### src/rtl/matrix_pkg.sv
// +----------------------------------------------------------------------------+
// | matrix_pkg : shared matrix geometry and serializer FSM encodings           |
// | Rev 1.0    : initial release                                               |
// +----------------------------------------------------------------------------+
`default_nettype none

package matrix_pkg;

  localparam int MAT_DATA_W   = 8;
  localparam int MAT_NUM_ELEM = 12;

  localparam logic [1:0] ST_IDLE = 2'd0;
  localparam logic [1:0] ST_SEND = 2'd1;
  localparam logic [1:0] ST_DONE = 2'd2;

endpackage

`default_nettype wire

### src/rtl/ser_idx_counter.sv
// +----------------------------------------------------------------------------+
// | ser_idx_counter : saturating element index counter, 0 .. NUM_ELEM-1        |
// | Rev 1.0         : initial release                                          |
// +----------------------------------------------------------------------------+
`default_nettype none

module ser_idx_counter #(
  parameter int NUM_ELEM = 12,
  parameter int IDX_W    = 4
) (
  input  logic             clk,
  input  logic             rst_n,
  input  logic             clr,
  input  logic             inc,
  output logic [IDX_W-1:0] idx,
  output logic             at_last
);

  localparam logic [IDX_W-1:0] LAST_IDX = IDX_W'(NUM_ELEM - 1);

  always_ff @(posedge clk or negedge rst_n) begin
    if (!rst_n) begin
      idx <= '0;
    end else if (clr) begin
      idx <= '0;
    end else if (inc && !at_last) begin
      idx <= idx + 1'b1;
    end
  end

  assign at_last = (idx == LAST_IDX);

endmodule

`default_nettype wire

### src/rtl/matrix_serializer.sv
// +----------------------------------------------------------------------------+
// | matrix_serializer : parallel-load matrix, stream elements with index tags  |
// | Optional MATRIX_SER_LAST_EN adds last_out, flagging the final beat.        |
// | Rev 1.0           : initial release                                        |
// +----------------------------------------------------------------------------+
`default_nettype none

module matrix_serializer
  import matrix_pkg::*;
#(
  parameter int DATA_W   = MAT_DATA_W,
  parameter int NUM_ELEM = MAT_NUM_ELEM,
  parameter int IDX_W    = 4
) (
  input  logic                       clk,
  input  logic                       rst_n,
  input  logic                       load,
  input  logic [NUM_ELEM*DATA_W-1:0] data_in,
  output logic [DATA_W-1:0]          data_out,
  output logic [IDX_W-1:0]           sel_out,
  output logic                       valid_out,
  input  logic                       ready_in,
  output logic                       busy,
  output logic                       done
`ifdef MATRIX_SER_LAST_EN
  ,
  output logic                       last_out
`endif
);

  logic [1:0]        state;
  logic [1:0]        state_nxt;
  logic [DATA_W-1:0] shadow [NUM_ELEM];
  logic [IDX_W-1:0]  idx;
  logic              at_last;
  logic              capture;
  logic              accept;
  logic              last_accept;

  assign capture     = (state == ST_IDLE) && load;
  assign accept      = valid_out && ready_in;
  assign last_accept = accept && at_last;

  // Clearing on the final beat leaves idx at 0 throughout DONE.
  ser_idx_counter #(
    .NUM_ELEM (NUM_ELEM),
    .IDX_W    (IDX_W)
  ) u_idx_counter (
    .clk     (clk),
    .rst_n   (rst_n),
    .clr     (capture || last_accept),
    .inc     (accept),
    .idx     (idx),
    .at_last (at_last)
  );

  always_comb begin
    state_nxt = state;
    case (state)
      ST_IDLE: if (load)        state_nxt = ST_SEND;
      ST_SEND: if (last_accept) state_nxt = ST_DONE;
      ST_DONE:                  state_nxt = ST_IDLE;
      default:                  state_nxt = ST_IDLE;
    endcase
  end

  always_ff @(posedge clk or negedge rst_n) begin
    if (!rst_n) begin
      state <= ST_IDLE;
    end else begin
      state <= state_nxt;
    end
  end

  always_ff @(posedge clk or negedge rst_n) begin
    if (!rst_n) begin
      for (int k = 0; k < NUM_ELEM; k++) shadow[k] <= '0;
    end else if (capture) begin
      for (int k = 0; k < NUM_ELEM; k++) shadow[k] <= data_in[k*DATA_W +: DATA_W];
    end
  end

  assign valid_out = (state == ST_SEND);
  assign busy      = (state != ST_IDLE);
  assign done      = (state == ST_DONE);
  assign sel_out   = idx;
  assign data_out  = valid_out ? shadow[idx] : '0;

`ifdef MATRIX_SER_LAST_EN
  assign last_out  = valid_out && at_last;
`endif

endmodule

`default_nettype wire

### config.mk
export PLATFORM = sky130hd
export DESIGN_NAME = matrix_serializer
export DESIGN_NICKNAME = d
export VERILOG_FILES = /design/src/rtl/matrix_pkg.sv /design/src/rtl/ser_idx_counter.sv /design/src/rtl/matrix_serializer.sv
export SDC_FILE = /design/constraint.sdc
export NUM_CORES = 1
export LEC_CHECK = 0
export CAP_MARGIN = 40
export CORE_MARGIN = 2
export CORE_UTILIZATION = 35
export CTS_CLUSTER_DIAMETER = 50
export DETAILED_ROUTE_END_ITERATION = 8
export GPL_TIMING_DRIVEN = 1
export HOLD_SLACK_MARGIN = 0.03
export PLACE_DENSITY = 0.65
export REMOVE_ABC_BUFFERS = 1
export SLEW_MARGIN = 20
export SYNTH_ARGS = -nofsm -noshare
export SYNTH_HDL_FRONTEND = slang
export SYNTH_HIERARCHICAL = 1
export SYNTH_SLANG_ARGS = --single-unit
### constraint.sdc
create_clock -name clk -period 2.2 [get_ports clk]
set_input_delay 0.66 -clock clk [delete_from_list [all_inputs] [get_ports clk]]
set_output_delay 0.66 -clock clk [all_outputs]
set_load 0.02 [all_outputs]
======== Yosys cells after proc, flatten, opt, wreduce, memory -nomap -nowiden ========
Index checks and enable logic that the tools add are counted.
cells by class
  reduce and logical (&&, ||, !) cells .... 10
  bitwise operators ....................... 1
  equal/unequal tests ..................... 5
  $add $sub $neg .......................... 1
  order comparisons ....................... 1
  mux-type cells .......................... 9
operators by type and width
  cell                                                   number
  binary-select mux 8 bit (select 4 bit)                 1
  two-way mux 8 bit                                      3
  two-way mux 4 bit                                      2
  >= comparator 5 bit, second input constant             1
  inverter 4 -> 5 bit                                    1
  adder 4 x 1 -> 4 bit, second input constant            1
  equality test 4 bit, second input constant             1
  logical AND 1 bit                                      4
  two-way mux 2 bit                                      2
  case mux 2 bit (2 select lines)                        1
  nonzero test 2 bit                                     2
  equality test 2 x 1 -> 1 bit, second input constant    1
  equality test 2 bit, second input constant             1
  logical NOT 2 bit                                      1
  inequality test 2 x 1 -> 1 bit, second input constant  1
  inequality test 2 bit, second input constant           1
  AND reduction 2 bit                                    1
  logical NOT 1 bit                                      1
  logical OR 1 bit                                       1
word-level totals
  bits of input ports ..................... 100
  register bits ........................... 102
  output and inout port bits .............. 15

======== Logic depth before layout (Yosys ltp) ========
  depth in word-level cells ............... 5
  depth in mapped cells ................... 6
  gate-level depth less buffers ........... 6

======== Modules after synthesis ========
Netlist, hierarchy kept.
by module, submodules not included
  module             cells an instance  area each (sq um)  seq. area each (sq um)  instances
  matrix_serializer  309                4536.9             2452.4                  1
  ser_idx_counter    21                 210.2              100.1                   1

======== Worst setup path before layout ========
Ideal clock, no wire load.
  path type ............................... reg-to-output
  from .................................... register u_idx_counter.idx[0]
  to ...................................... output port data_out[0]
  data arrival time ....................... 1765 ps
  cell stages (with the launch flop) ...... 5
  slack ................................... -225 ps
  cells stage by stage .................... dfrtp_1 buf_4 buf_1 a211oi_1 o31ai_1
between the ends
  cells in the longest elaborated chain, start to end .. 5
RTL lines
  what                                                   RTL line                 source
  start: declaration                                     ser_idx_counter.sv:15    output logic [IDX_W-1:0] idx,
  start signal: assignment                               ser_idx_counter.sv:27    idx <= idx + 1'b1;
  inverter 4 -> 5 bit (implied by the code)              matrix_serializer.sv:87  assign data_out = valid_out ? shadow[idx] : '0;
  binary-select mux 8 bit (select 4 bit)                 matrix_serializer.sv:87
  two-way mux 8 bit (implied by the code) (2 in series)  matrix_serializer.sv:87
  two-way mux 8 bit                                      matrix_serializer.sv:87
  end: declaration                                       matrix_serializer.sv:19  output logic [DATA_W-1:0] data_out,
Every way passes these cells. The select of a mux whose other input is x is not followed.

======== Final worst setup path ========
  from .................................... register u_idx_counter.idx[0]
  to ...................................... output port data_out[1]
The elaborated chain is that of the path after synthesis.

==> run summary <==
The post-synthesis area per instance works out to 14.4 sq um. Global routing used 17.3% of the available tracks across all layers. The number of buffers added by the clock tree synthesis step was 9; the count of synthesis-stage warnings from yosys was 6. The routed wirelength normalized by instance count is 18.1 um. The run finished, with violations left. The via count of the first global-routing pass was 3585. The worst hold path belongs to the class primary input to asynchronous set/reset pin. The placed instances occupy a cell area of 6310 sq um.

In this run the horizontal extent of the chip is 120 um. The number of H-tree levels is 3. The run gives 0.34 ns as the clock latency at the later pin of the worst-skew pair. Wires add up to 11900 um. The sum of overflow across all layers after global routing was 0; the number of standard cells after synthesis was 330.

For the initial cell density of the core, the log shows 35.8%. After clock tree synthesis, the flow added hold-fix buffers numbering 0. For the cell row count, the log shows 42. The leakage component of the power came out at 2.88 nW. The violation count after the first detailed-route iteration is 135, and the XOR/XNOR share of the synthesized area is 0.185%. Post-detailed-route count of antenna-violating nets: 0. In this run the tightest slew margin relative to its limit is 69.8%. The placeable core region is 13200 sq um.

Port buffering added 114 buffers. The final layout net count is 577, and the cell count of the worst reg-to-reg path is 10. The run gives 0.674 mV as the highest ir drop seen on vdd.

In this design, the stage delay of the slowest critical-path cell is 0.43 ns. The ratio of final minimum period to clock period is 116%, and the final-report max-slew violation count is 0. Summing the areas of all compound-gate instances in the mapped netlist gives 5.01% of the synthesized area.

Area of the mapped netlist: 4750 sq um. Area enclosed by the die boundary: 14500 sq um. Walking the worst path, the cells encountered are buf_6 > buf_12 > buf_6 > mux4_2 > nand2_2 > o31ai_2 > buf_4. At the pin with the least slew margin, the transition time is 0.453 ns. Among the stages of the critical path, the cell type that occurs most often is sky130_fd_sc_hd__buf_6. Maximum achievable frequency: 392 MHz. Counting the fill cells in the layout gives 1166.

Post-synthesis adder-cell area fraction: 0.264%. The worst setup path is launched from a register. For the count of distinct cell types in the synthesized netlist, the log shows 36. In this run the worst path has a maximum fanout of 5. The pre-antenna-repair detailed-routing pass consisted of 4 iterations. Sequential elements use 53.8% of the synthesized area. In this run the deepest clock path goes through 2 buffers. Leaving out fill and tap cells, the most frequent cells in the layout are 101 x sky130_fd_sc_hd__dfrtp_1, 98 x sky130_fd_sc_hd__clkdlybuf4s50_1, 83 x sky130_fd_sc_hd__mux2_2. The run gives 0 as the count of endpoints failing hold in the final timing report. The initial antenna violation count was 0. For the sequential cell fraction of total power, the log shows 34.6%.

The area overhead of the layout relative to synthesis is 46.8%. The final reports fail on negative setup slack. Detailed placement ended at an HPWL of 8260 um. Counting every sink on the clock net gives 102. The net switching fraction of the power was 32.7%; the wire length of the first global-routing pass was 19000 um.

The share of synthesized area spent on multiplexers is 32.5%, and the fraction of power consumed by combinational cells is 49.7%. 0 antenna diodes ended up in the layout. The routed layout has 3229 vias. The area of all placed cells without fillers came out at 6970 sq um. The clock network burns 15.7% of the power.

The power per standard cell area works out to 1380 nW/um^2. CTS placed an instance of sky130_fd_sc_hd__clkbuf_16 at the clock tree root. After detailed routing, the number of vias per cell comes to 4.93.

During I/O placement, the number of pins put on the boundary was 115. Of the cells placed in the final design, the portion with a size suffix greater than 1 is 42.0%. Internal power consumption: 0.00649 W. The run gives -0.352 ns as the minimum setup slack in the final design.

After layout, the minimum clock period comes to 2.55 ns. The critical path is of the register to output pin type. The required time at the worst-slack endpoint is 1.54 ns, and the overall power consumption is 0.00963 W. Summed over all nets, the switching power comes to 0.00315 W. Leaving out fill and tap cells, the most frequent cell in the layout is sky130_fd_sc_hd__dfrtp_1.

Setup repair after global routing could not meet its margin everywhere. The tools report the post-detailed-route DRC marker count as 0. The tools report the post-place setup slack as -0.381 ns. The worst setup path is captured at an output pin. Entering global routing, the biggest net connects 40 pins. The worst clock skew on the final layout came out at 0.00930 ns. The library cell contributing the largest single delay on the critical path was sky130_fd_sc_hd__dfrtp_2.

After synthesis, the largest family of logic cells by area is multiplexers. The y dimension of the die is 120 um. TritonCTS built the clock tree. Across the run, the number of max-cap violations was 0. Final hold analysis gives a worst-case slack of 0.263 ns. The congestion estimate from routability-driven global placement came to 0.775. The post-synthesis simple-gate area fraction is 4.90%. The post-synthesis register bit count was 102; the clock input transition at the sequential cells of the worst setup and hold paths was 0.06 ns.

Setup violations remaining at the end of the flow were counted as 8. The logs give 2550 sq um for the sequential cell area in the final layout and 2280 sq um for the footprint of the multi-input gates. The run gives 1.89 ns as the arrival time of data at the critical path endpoint.
==> kinds of logic (layout without fill, tap and decap cells) <==
group                      count (synthesis)  after routing
AOI/OAI and AO/OA                         37             37
xor gates and xnor gates                   1              1
adders and majority gates                  1              1
buffers and inverters                     22            171
DFF                                      102            102
muxes                                    129            129
and+or+nand+nor                           38             38
==> sequential cells by signal (all words and copies together) (netlist names) <==
signal and flops:
shadow 96, u_idx_counter/idx 4, state 2
==> cells in the mapped netlist (all sizes together) <==
library cell / count / area (sq um)
nor2b: 10 / 62.6
nand2: 10 / 37.5
mux2: 120 / 1350
or4: 1 / 7.51
mux2i: 1 / 10.0
buf: 19 / 150
nand3: 1 / 5.00
dfrtp: 102 / 2550
and3b: 1 / 12.5
mux4: 8 / 180
nor4bb: 1 / 10.0
o22ai: 8 / 50.1
a21o: 1 / 7.51
nor3b: 1 / 7.51
o21ai: 11 / 55.1
nand2b: 2 / 12.5
or2b: 1 / 7.51
nand4: 1 / 6.26
and2: 1 / 6.26
a211oi: 8 / 60.1
xor2: 1 / 8.76
o31ai: 8 / 60.1
inv: 3 / 11.3
nor2: 5 / 35.0
a21oi: 1 / 5.00
ha: 1 / 12.5
or2: 2 / 15.0
nand3b: 1 / 7.51
==> worst paths after layout <==
path	startpoint	end	slack (ns)
worst max-delay path	u_idx_counter/idx[0]	data_out[1]	-0.35
worst min-delay path	rst_n	shadow[56]	0.26
worst max register to register	u_idx_counter/idx[0]	u_idx_counter/idx[0]	0.06
worst min register to register	shadow[48]	shadow[48]	0.48
max in group asynchronous	rst_n	shadow[38]	1.37
min in group clk	shadow[48]	shadow[48]	0.48
==> metal layers <==
layer | track usage (%) | wire length [um] | part of all wire, % | vias up
met1 | 22.5 | 5360 | 45 | 1631
met2 | 28.1 | 5700 | 48 | 81
li1 | - | - | - | 1503
met4 | 4.14 | 151 | 1.3 | 0
met5 | 0 | 0 | 0 | -
met3 | 5.66 | 648 | 5.5 | 14
==> final cells by class <==
| cell class | instances | share of cell area [%] |
|---|---|---|
| timing repair buffer | 154 | 23.4 |
| multi-input combinational | 206 | 32.8 |
| clock inverter | 2 | 0.503 |
| inverter | 3 | 0.162 |
| clock buffer | 12 | 3.39 |
| sequential | 102 | 36.6 |
| tap | 176 | 3.16 |
==> power groups by stage <==
stage	combinational [W]	sequential, W	clock (W)
floorplan	0.00227	0.00332	0
CTS	0.00453	0.00335	0.00156
global route	0.00514	0.00346	0.00164
finish	0.00479	0.00333	0.00151
detailed placement	0.00396	0.00335	0
global placement	0.00388	0.00334	0
==> worst max-delay path: cells and delay by family (launching register included) <==
family          cells  cell delay, ns
compound gates      1            0.06
buf+inv             4            0.54
flops               1            0.43
mux                 1            0.42
simple gates        1            0.09
==> what timing repair did <==
| item | 4_1_cts | 5_1_grt |
|---|---|---|
| gates cloned | 3 | 0 |
| endpoints found under the setup margin | 16 | 10 |
| buffers inserted | 10 | 3 |
| resized for setup | 94 | 37 |
| pin swaps | 14 | 9 |
==> through the flow <==
stage | instances | TNS (ns) | utilization, %
2_1_floorplan | 311 | -9.06 | -
6_report | 655 | -2.41 | 52.6
3_3_place_gp | 628 | -2.66 | 47.6
5_1_grt | 655 | -2.93 | 52.6
3_5_place_dp | 628 | -2.78 | 47.6
4_1_cts | 655 | -3.11 | 51.9
Note: power is estimated with default switching activity, not from simulation.
